File: src/rtl/uart_status_tx_if.sv
// Byte-level handshake between the status transmitter and the shared uart.
// The transmitter is the master: it loads bytes and watches is_transmitting.
interface uart_status_tx_if;
    logic       transmit;
    logic [7:0] tx_byte;
    logic       is_transmitting;

    modport master (
        output transmit,
        output tx_byte,
        input  is_transmitting
    );

    modport slave (
        input  transmit,
        input  tx_byte,
        output is_transmitting
    );
endinterface

File: src/rtl/uart_status_tx.sv
// Emits a 16-byte ASCII status frame "S:dddd T:hto F\r\n" through the shared uart
// whenever score, countdown or the start/over flags change.
module uart_status_tx #(
    parameter int CNT_W  = 10,
    parameter int CD_MAX = 999
) (
    input  logic                 clk,
    input  logic                 reset_n,
    input  logic                 en,
    input  logic [15:0]          score,
    input  logic [CNT_W-1:0]     count_down,
    input  logic                 start,
    input  logic                 over,
    uart_status_tx_if.master     uart,
    output logic                 busy
);

    typedef enum logic [2:0] {
        IDLE,
        CONV,
        LOAD,
        PULSE,
        WAIT_HI,
        WAIT_LO
    } state_t;

    state_t           state_q, state_d;
    logic [15:0]      prev_score_q, prev_score_d;
    logic [CNT_W-1:0] prev_cd_q, prev_cd_d;
    logic             prev_start_q, prev_start_d;
    logic             prev_over_q, prev_over_d;
    logic             pending_q, pending_d;
    logic             busy_q, busy_d;
    logic [15:0]      snap_score_q, snap_score_d;
    logic [7:0]       flag_q, flag_d;
    logic [CNT_W-1:0] rem_q, rem_d;
    logic [3:0]       hund_q, hund_d;
    logic [3:0]       tens_q, tens_d;
    logic [3:0]       ones_q, ones_d;
    logic [3:0]       idx_q, idx_d;
    logic [7:0]       tx_byte_q, tx_byte_d;
    logic             transmit;
    logic             trigger;
    logic [CNT_W-1:0] cd_sat;
    logic [7:0]       cur_byte;

    function automatic logic [7:0] hex_char(input logic [3:0] n);
        return (n < 4'd10) ? (8'h30 + {4'h0, n}) : (8'h37 + {4'h0, n});
    endfunction

    function automatic logic [7:0] dec_char(input logic [3:0] n);
        return 8'h30 + {4'h0, n};
    endfunction

    assign trigger = (score != prev_score_q) || (count_down != prev_cd_q) ||
                     (start != prev_start_q) || (over != prev_over_q);
    assign cd_sat  = (count_down > CNT_W'(CD_MAX)) ? CNT_W'(CD_MAX) : count_down;

    always_comb begin
        cur_byte = 8'h20;
        case (idx_q)
            4'd0:    cur_byte = 8'h53;
            4'd1:    cur_byte = 8'h3A;
            4'd2:    cur_byte = hex_char(snap_score_q[15:12]);
            4'd3:    cur_byte = hex_char(snap_score_q[11:8]);
            4'd4:    cur_byte = hex_char(snap_score_q[7:4]);
            4'd5:    cur_byte = hex_char(snap_score_q[3:0]);
            4'd6:    cur_byte = 8'h20;
            4'd7:    cur_byte = 8'h54;
            4'd8:    cur_byte = 8'h3A;
            4'd9:    cur_byte = dec_char(hund_q);
            4'd10:   cur_byte = dec_char(tens_q);
            4'd11:   cur_byte = dec_char(ones_q);
            4'd12:   cur_byte = 8'h20;
            4'd13:   cur_byte = flag_q;
            4'd14:   cur_byte = 8'h0D;
            default: cur_byte = 8'h0A;
        endcase
    end

    always_comb begin
        state_d      = state_q;
        busy_d       = busy_q;
        snap_score_d = snap_score_q;
        flag_d       = flag_q;
        rem_d        = rem_q;
        hund_d       = hund_q;
        tens_d       = tens_q;
        ones_d       = ones_q;
        idx_d        = idx_q;
        tx_byte_d    = tx_byte_q;
        transmit     = 1'b0;
        prev_score_d = score;
        prev_cd_d    = count_down;
        prev_start_d = start;
        prev_over_d  = over;

        // Pending coalesces any number of changes into one follow-up frame.
        pending_d = pending_q;
        if (!en) begin
            pending_d = 1'b0;
        end else if (trigger) begin
            pending_d = 1'b1;
        end

        case (state_q)
            IDLE: begin
                if (en && (trigger || pending_q)) begin
                    snap_score_d = score;
                    flag_d       = over ? 8'h4F : (start ? 8'h50 : 8'h49);
                    rem_d        = cd_sat;
                    hund_d       = 4'd0;
                    tens_d       = 4'd0;
                    ones_d       = 4'd0;
                    pending_d    = 1'b0;
                    busy_d       = 1'b1;
                    state_d      = CONV;
                end
            end
            CONV: begin
                if (rem_q >= CNT_W'(100)) begin
                    rem_d  = rem_q - CNT_W'(100);
                    hund_d = hund_q + 4'd1;
                end else if (rem_q >= CNT_W'(10)) begin
                    rem_d  = rem_q - CNT_W'(10);
                    tens_d = tens_q + 4'd1;
                end else begin
                    ones_d  = rem_q[3:0];
                    idx_d   = 4'd0;
                    state_d = LOAD;
                end
            end
            LOAD: begin
                tx_byte_d = cur_byte;
                state_d   = PULSE;
            end
            PULSE: begin
                if (!uart.is_transmitting) begin
                    transmit = 1'b1;
                    state_d  = WAIT_HI;
                end
            end
            WAIT_HI: begin
                if (uart.is_transmitting) begin
                    state_d = WAIT_LO;
                end
            end
            WAIT_LO: begin
                if (!uart.is_transmitting) begin
                    if (idx_q == 4'd15) begin
                        busy_d  = 1'b0;
                        state_d = IDLE;
                    end else begin
                        idx_d   = idx_q + 4'd1;
                        state_d = LOAD;
                    end
                end
            end
            default: state_d = IDLE;
        endcase
    end

    // Shadows keep tracking through reset so releasing reset alone sends nothing.
    always_ff @(posedge clk) begin
        prev_score_q <= prev_score_d;
        prev_cd_q    <= prev_cd_d;
        prev_start_q <= prev_start_d;
        prev_over_q  <= prev_over_d;
    end

    always_ff @(posedge clk) begin
        if (!reset_n) begin
            state_q      <= IDLE;
            pending_q    <= 1'b0;
            busy_q       <= 1'b0;
            snap_score_q <= 16'h0000;
            flag_q       <= 8'h00;
            rem_q        <= '0;
            hund_q       <= 4'd0;
            tens_q       <= 4'd0;
            ones_q       <= 4'd0;
            idx_q        <= 4'd0;
            tx_byte_q    <= 8'h00;
        end else begin
            state_q      <= state_d;
            pending_q    <= pending_d;
            busy_q       <= busy_d;
            snap_score_q <= snap_score_d;
            flag_q       <= flag_d;
            rem_q        <= rem_d;
            hund_q       <= hund_d;
            tens_q       <= tens_d;
            ones_q       <= ones_d;
            idx_q        <= idx_d;
            tx_byte_q    <= tx_byte_d;
        end
    end

    assign uart.transmit = transmit;
    assign uart.tx_byte  = tx_byte_q;
    assign busy          = busy_q;

endmodule
File: src/flat_wrapper.sv
// flat-port wrapper written by rule: the top's interface ports become plain ports
module uart_status_tx_flat 
#(
    parameter int CNT_W  = 10,
    parameter int CD_MAX = 999
)
  (clk, reset_n, en, score, count_down, start, over, busy, uart_transmit, uart_tx_byte, uart_is_transmitting);
  uart_status_tx_if uart_i ();
  input  logic clk;
  input  logic reset_n;
  input  logic en;
  input  logic [15:0] score;
  input  logic [CNT_W-1:0] count_down;
  input  logic start;
  input  logic over;
  output logic busy;
  output wire logic [$bits(uart_i.transmit)-1:0] uart_transmit;
  output wire logic [$bits(uart_i.tx_byte)-1:0] uart_tx_byte;
  input wire logic [$bits(uart_i.is_transmitting)-1:0] uart_is_transmitting;
  assign uart_transmit = uart_i.transmit;
  assign uart_tx_byte = uart_i.tx_byte;
  assign uart_i.is_transmitting = uart_is_transmitting;
  uart_status_tx #(.CNT_W(CNT_W), .CD_MAX(CD_MAX)) u_core (.clk(clk), .reset_n(reset_n), .en(en), .score(score), .count_down(count_down), .start(start), .over(over), .uart(uart_i), .busy(busy));
endmodule
File: config.mk
export PLATFORM = sky130hd
export DESIGN_NAME = uart_status_tx_flat
export DESIGN_NICKNAME = d
export VERILOG_FILES = /design/src/rtl/uart_status_tx_if.sv /design/src/rtl/uart_status_tx.sv /design/src/flat_wrapper.sv
export SDC_FILE = /design/constraint.sdc
export NUM_CORES = 1
export LEC_CHECK = 0
export BUFFER_PORTS_ARGS = -buffer_cell sky130_fd_sc_hd__buf_2
export CAP_MARGIN = 10
export CORE_AREA = 2 2 113 104
export CTS_BUF_LIST = sky130_fd_sc_hd__clkbuf_8
export CTS_CLUSTER_SIZE = 16
export DETAILED_ROUTE_END_ITERATION = 10
export DIE_AREA = 0 0 115 106
export GPL_TIMING_DRIVEN = 0
export HOLD_SLACK_MARGIN = 0.05
export MAX_ROUTING_LAYER = met4
export PLACE_DENSITY = 0.65
export SETUP_SLACK_MARGIN = 0.3
export SKIP_CTS_REPAIR_TIMING = 1
export SLEW_MARGIN = 20
export SYNTH_ARGS = -nofsm -noshare
export SYNTH_HDL_FRONTEND = slang
export SYNTH_SLANG_ARGS = --single-unit
export TNS_END_PERCENT = 30
File: constraint.sdc
create_clock -name clk -period 3.02 [get_ports clk]
set_input_delay 0.151 -clock clk [delete_from_list [all_inputs] [get_ports clk]]
set_output_delay 0.151 -clock clk [all_outputs]
set_load 0.05 [all_outputs]
==> results of run 1 <==
==> power by group through the flow <==
stage	Clock, mW	Combinational [mW]	Sequential (mW)
floorplan	0	1.21	1.61
CTS	0.918	1.72	1.54
detailed placement	0	1.71	1.57
finish	0.907	1.76	1.55
global placement	0	1.69	1.55
global route	0.965	1.94	1.58
==> per-layer routing <==
metal | routed length [um] | track usage
met5 | 0 | -
met4 | 250 | 0.0680
met3 | 748 | 0.0428
met2 | 5420 | 0.310
met1 | 5670 | 0.281
==> synthesized netlist by cell type (4+ instances only) <==
master / count / area (um^2)
nand2_1: 40 / 150
dfxtp_1: 86 / 1720
nor3_1: 9 / 45.0
buf_4: 4 / 30.0
o31ai_1: 6 / 45.0
ha_1: 16 / 200
inv_1: 21 / 78.8
xor2_1: 30 / 263
nor2_1: 44 / 165
nand4_1: 13 / 81.3
or3_1: 7 / 43.8
nor2b_1: 5 / 31.3
a31oi_1: 9 / 56.3
nand3_1: 12 / 60.1
a211oi_1: 5 / 37.5
nand2b_1: 9 / 56.3
xnor2_1: 9 / 78.8
nand3b_1: 7 / 52.6
nor4_1: 10 / 62.6
a21oi_1: 36 / 180
o21ai_0: 29 / 145
a22o_1: 4 / 35.0
clkbuf_1: 16 / 60.1
mux2i_1: 21 / 210
==> final cells by class <==
class | instances | area (um^2)
Clock inverter | 7 | 96.3
Timing Repair Buffer | 68 | 480
Tap cell | 136 | 170
Clock buffer | 9 | 124
Multi-Input combinational cell | 380 | 2510
Buffer | 25 | 120
Sequential cell | 86 | 1720
Fill cell | 1117 | 5800
Inverter | 22 | 82.6
==> logic make-up (layout without fill, tap and decap cells) <==
| group | after synthesis | count (layout) |
|---|---|---|
| adders and majority gates | 16 | 16 |
| and+or+nand+nor | 176 | 176 |
| buffers and inverters | 47 | 131 |
| muxes | 21 | 21 |
| AOI/OAI and AO/OA | 127 | 127 |
| other | 1 | 1 |
| DFF | 86 | 86 |
| xor gates and xnor gates | 39 | 39 |
==> path summary, 6_finish.rpt <==
path              slack (ns)  cells after the start                                  end                           startpoint
hold reg to reg         0.46                      2  u_core.uart.tx_byte[0]$_SDFFE_PN0P_  u_core.uart.tx_byte[0]$_SDFFE_PN0P_
setup reg to reg        0.46                      8         u_core.rem_q[5]$_SDFFE_PN0P_         u_core.rem_q[2]$_SDFFE_PN0P_
setup / recovery        0.46                      8         u_core.rem_q[5]$_SDFFE_PN0P_         u_core.rem_q[2]$_SDFFE_PN0P_
hold / removal          0.05                      3  u_core.snap_score_q[3]$_SDFFE_PN0P_                             score[3]
==> worst max-delay path, cell delays in order (launching register included) <==
cell and delay (ns):
dfxtp_1 0.53, inv_1 0.16, ha_1 0.24, a21oi_1 0.19, nand4_1 0.32, or4_4 0.58
nand2_4 0.14, a21oi_1 0.10, o2bb2ai_1 0.17
==> placed cells by master, fill, tap and decap left out, types with 3 or more instances in the layout <==
cell,netlist,final
dlygate4sd3_1,0,28
nor2_1,44,44
nand3b_1,7,7
buf_2,3,43
o21ai_0,29,29
inv_1,21,22
a222oi_1,3,3
nor3_1,9,9
buf_4,4,4
clkbuf_8,0,9
o2bb2ai_1,3,3
or3_1,7,7
a22oi_1,3,3
ha_1,16,16
o221ai_1,3,3
a22o_1,4,4
dfxtp_1,86,86
clkbuf_1,16,16
nand2b_1,9,9
a31oi_1,9,9
nor3b_1,3,3
nand2_1,40,40
xor2_1,30,30
nand4_1,13,13
mux2i_1,21,21
xnor2_1,9,9
a211oi_1,5,5
nand3_1,12,12
o31ai_1,6,6
nor2b_1,5,5
a21oi_1,36,36
nor4_1,10,10
==> sequential cells by signal, summed over array words and instances (netlist names) <==
name / count
u_core.prev_over_q: 1
u_core.idx_q: 4
u_core.flag_q: 4
u_core.uart.tx_byte: 7
u_core.snap_score_q: 16
u_core.pending_q: 1
u_core.rem_q: 10
u_core.ones_q: 4
u_core.busy: 1
u_core.prev_score_q: 16
u_core.tens_q: 4
u_core.prev_start_q: 1
u_core.state_q: 3
u_core.hund_q: 4
u_core.prev_cd_q: 10
==> qor.yml, run 1 <==
routing:
  drc: 0
  avgRoutedWirePerCell_um: 16.5
  dr.pass1.iters: 6
  first_iter_violations: 316
  drtAntennaViolNets: 0
  drt_wl_total_um: 12100
  via_per_inst: 5.58
  via_count: 4093
power:
  p_sw_frac: 0.416
  p_total_mw: 4.22
  p_comb_frac: 0.418
  clkPwrFrac: 0.215
  p_int_mw: 2.46
  p_per_area_nw_per_um2: 795
  p_leak_nw: 2.08
  p_seq_frac: 0.367
  ir_worst_vdd_v: 0.000377
  switching_power_mw: 1.75
placement:
  hpwlAfterDp_um: 8930
  post-place-cells: 689
  portBuffers: 40
  place_ws_ns: 0.510
  gp_congestion: 0.972
  place_area_um2: 4810
logic_synthesis:
  synth_top_family_by_area: "simple AND/OR/NAND/NOR gates"
  syn_nets: 561
  syn_area_per_cell_um2: 8.65
  yosys_warnings: 0
  synth_top_flop_cell: "dfxtp_1"
  synth_fa_ha_area_frac: 0.0451
  synth_edf_count: 0
  synth_compound_area_frac: 0.192
  synth_seq_area_share: 0.388
  synthCells: 513
  yosysUniqueCellTypes: 70
  synthMuxAreaShare: 0.0474
  synthXorXnorAreaFrac: 0.0770
  synth_area_um2: 4440
  synth_async_sr_flop_share: 0
  ys_ff_latch: 86
  yosys.area_share.simple: 0.203
hold_path:
  hp-class: "in2reg"
sta:
  finalSetupTns_ns: 0
  rsz0062_at_grt: "false"
  fmax_mhz: 391
  layout_min_cycle_time_ns: 2.56
  layout_setup_ws_ns: 0.461
  hold_viol_final: 0
  finalMaxSlewViolations: 0
  slew-limit-headroom: 0.328
  tightest_slew_ns: 1.00
  fin_skew_ns: 0.0118
  period_share: 0.847
  setup_viol: 0
  holdWs_ns: 0.0479
status:
  status: "finished clean"
final_layout:
  fin_area_um2: 5310
  antennaDiodeCount: 0
  instances_no_fill: 733
  fin_nets: 640
  drive_gt1_frac: 0.129
  syn_to_final_growth_pct: 19.6
  final_util: 0.478
cts:
  clk_pin_slew_ns: 0.09
  cts_tree: "yes"
  ctsHtreeMaxLevel: 3
  cts_num_sinks: 86
  cts_buffer_depth: 2
  cts-root-buf: "clkbuf_8"
  cts_buffers: 9
  clk_latency_ns: 0.37
grt:
  grt-ovfl-total: 0
  grt_max_degree: 16
  track_usage: 0.207
  grt_pass1_vias: 3809
  grt_pass1_wl_um: 19300
  antenna_found_initial: 0
setup_path:
  cp.required_ns: 3.28
  crit_path_end_kind: "flop"
  crit_fanout: 8
  start_kind: "flop"
  cp_data_arrival_time_ns: 2.82
  critPathKind: "reg2reg"
floorplanning:
  die_y_um: 106
  start_util: 0.399
  dieArea_um2: 12200
  io_pins: 42
  rows: 37
  chipWidth_um: 115
  core_region_area_um2: 11100
run:
  maxCapViolations: 0
Power figures use the tool's default switching activity.
==> inputs of run 2 (changes only) <==
ABC_AREA = 1   (was default)
CORE_AREA = 2 2 119 109   (was 2 2 113 104)
DIE_AREA = 0 0 121 111   (was 0 0 115 106)
clock period = 2.4 ns   (was 3.02 ns; I/O delays follow)
==> qor.yml, run 2 <==
status:
  status: "finished clean"
power:
  p_per_area_nw_per_um2: 1030  # +30%
  ir_worst_vdd_v: 0.000627  # +66%
  p_leak_nw: 2.73  # +32%
placement:
  post-place-cells: 918  # +33%
  hpwlAfterDp_um: 9050  # +1.3%
  portBuffers: 39  # -2.5%
  gp_congestion: 0.920  # -5.3%
setup_path:
  cp_data_arrival_time_ns: 2.26  # -0.56 ns
  rr_startpoint: "u_core.idx_q[1]$_SDFFE_PN0P_"
  crit_path_end_kind: "flop"
  start_kind: "flop"
  rrSetupSlack_ns: 0.45  # about the same
  r2r_cells: 10  # +2
  r2r-end: "u_core.uart.tx_byte[1]$_SDFFE_PN0P_"
  crit_fanout: 5  # -3
  critPathKind: "reg2reg"
  cp.required_ns: 2.72  # -0.56 ns
grt:
  grt_pass1_vias: 4142  # +8.7%
  grt_max_degree: 17  # +1
  track_usage: 0.189  # -0.0181
  grt-ovfl-total: 0  # unchanged
  antenna_found_initial: 0  # unchanged
  grt_pass1_wl_um: 19900  # +3.1%
sta:
  finalSetupTns_ns: 0  # unchanged
  rsz0062_at_grt: "true"
  layout_min_cycle_time_ns: 1.95  # -0.612 ns
  fmax_mhz: 514  # +31%
  finalMaxSlewViolations: 0  # unchanged
  setup_viol: 0  # unchanged
  hold_viol_final: 0  # unchanged
  slew-limit-headroom: 0.551  # +0.223
  fin_skew_ns: 0.00806  # -0.00370 ns
  period_share: 0.811  # -0.0362
  tightest_slew_ns: 0.671  # -0.330 ns
final_layout:
  reg.largest.list: "u_core.prev_score_q: 16 flops, u_core.snap_score_q: 16 flops"
  multiInputGateArea_um2: 2660  # +5.9%
  fin_nets: 844  # +32%
  instances_no_fill: 965  # +32%
  n_fill_cell: 1256  # +12%
  drive_gt1_frac: 0.145  # +0.0158
  antennaDiodeCount: 0  # unchanged
  final-seq-area_um2: 1730  # +0.29%
  final_util: 0.473  # -0.00460
  syn_to_final_growth_pct: 19.1
  final_common_cell: "nand2_1"
  mostFrequentLayoutCells: "nand2_1 (167), inv_1 (103), nor2_1 (84), dfxtp_1 (84), a21oi_1 (54)"
routing:
  avgRoutedWirePerCell_um: 12.6  # -24%
  drt_wl_total_um: 12200  # +0.50%
  drtAntennaViolNets: 0  # unchanged
  first_iter_violations: 299  # -5.4%
  dr.pass1.iters: 5  # -1
  drc: 0  # unchanged
  via_count: 4580  # +12%
  via_per_inst: 4.75  # -15%
floorplanning:
  core_region_area_um2: 12300  # +11%
  chipWidth_um: 121  # +5.2%
  die_y_um: 111  # +4.7%
  io_pins: 42  # unchanged
  rows: 39  # +5.4%
  dieArea_um2: 13400  # +10%
  start_util: 0.397  # -0.00193
cts:
  cts_num_sinks: 86  # unchanged
  clk_latency_ns: 0.37  # about the same
  ctsHtreeMaxLevel: 3  # unchanged
  cts_buffers: 9  # unchanged
  cts-root-buf: "clkbuf_8"
  cts_buffer_depth: 2  # unchanged
  clk_pin_slew_ns: 0.10  # about the same
  cts_tree: "yes"
hold_path:
  hp-class: "in2reg"
  hold_depth: 3  # unchanged
  holdPathEnd: "u_core.flag_q[4]$_SDFFE_PN0P_"
  hp-start: "reset_n"
logic_synthesis:
  yosysUniqueCellTypes: 47  # -33%
  synth_async_sr_flop_share: 0  # unchanged
  synth_edf_count: 0  # unchanged
  yosys.area.top_type_share: 0.351  # -0.0371
  synth_seq_area_share: 0.351  # -0.0371
  yosys_warnings: 0  # unchanged
  synth_area_um2: 4900  # +11%
  synth_area_leaders: "dfxtp_1 (35%), nand2_1 (13%), inv_1 (8.0%)"
  ys_ff_latch: 86  # unchanged
  syn_nets: 763  # +36%
  synthCells: 715  # +39%
  yosysTopAreaCell: "dfxtp_1"
  syn_area_per_cell_um2: 6.86  # -21%
  synth_top_flop_cell: "dfxtp_1"
  yosysMostFrequentCell: "nand2_1"
  ys_top_cells_by_count: "nand2_1 (168), inv_1 (105), dfxtp_1 (86)"
run:
  maxCapViolations: 0  # unchanged
-- run 2: where the power goes --
group	internal, mW	leakage, nW	switching (mW)
clock network	0.498	0.107	0.593
logic	1.05	1.91	1.88
registers	1.72	0.713	0.279
-- run 2: stage by stage --
step	total power, mW	worst slack [ns]	hold WS [ns]	instance area, um^2
after floorplan	4.16	0.536	0.148	4900
after global placement	4.78	0.248	0.244	5310
after detailed placement	4.80	0.219	0.243	5310
after CTS	5.91	0.206	-0.151	5510
after global routing	6.53	0.270	0.147	5840
final	6.01	0.453	0.149	5840
-- run 2: how the worst max path moves through the flow --
stage	cells after the start	endpoint	slack (ns)	from
final	10	u_core.uart.tx_byte[1]$_SDFFE_PN0P_	0.45	u_core.idx_q[1]$_SDFFE_PN0P_
after global routing	10	u_core.uart.tx_byte[1]$_SDFFE_PN0P_	0.27	u_core.idx_q[1]$_SDFFE_PN0P_
after CTS	11	u_core.rem_q[7]$_SDFFE_PN0P_	0.21	u_core.rem_q[2]$_SDFFE_PN0P_
after detailed placement	11	u_core.rem_q[7]$_SDFFE_PN0P_	0.22	u_core.rem_q[2]$_SDFFE_PN0P_
after global placement	11	u_core.rem_q[7]$_SDFFE_PN0P_	0.25	u_core.rem_q[2]$_SDFFE_PN0P_
after floorplan	11	u_core.rem_q[7]$_SDFFE_PN0P_	0.54	u_core.rem_q[2]$_SDFFE_PN0P_
-- run 2: final cells by class --
type | count | area share
tap | 164 | 0.0351
multi-input combinational | 501 | 0.455
sequential | 86 | 0.296
buffer | 17 | 0.0210
timing repair buffer | 70 | 0.0857
clock inverter | 7 | 0.0137
clock buffer | 9 | 0.0212
inverter | 111 | 0.0722
-- run 2: cells by family after synthesis --
| group | share of synthesized area |
|---|---|
| AND/OR/NAND/NOR | 0.304 |
| buffers and inverters | 0.111 |
| AO/OA/AOI/OAI | 0.147 |
| flip-flops | 0.351 |
| XOR/XNOR | 0.0411 |
| adder cells (fa/ha/maj) | 0.0408 |
| multiplexers | 0.00408 |
| other | 0.000765 |
-- run 2: per-layer routing --
| metal | wire [um] | GRT usage | vias to the layer above |
|---|---|---|---|
| li1 | - | - | 2442 |
| met1 | 6460 | 0.279 | 2013 |
| met2 | 5030 | 0.263 | 110 |
| met3 | 475 | 0.0278 | 15 |
| met4 | 187 | 0.0612 | 0 |
| met5 | 0 | - | - |
-- run 2: critical path, stage by stage (launching register included) --
cell      delay (ns)
dfxtp_1         0.35
inv_1           0.10
ha_1            0.27
inv_1           0.10
nor2_1          0.32
inv_1           0.15
a211oi_1        0.26
nor3_1          0.11
nand3_1         0.09
nor2_1          0.06
nor2_1          0.08
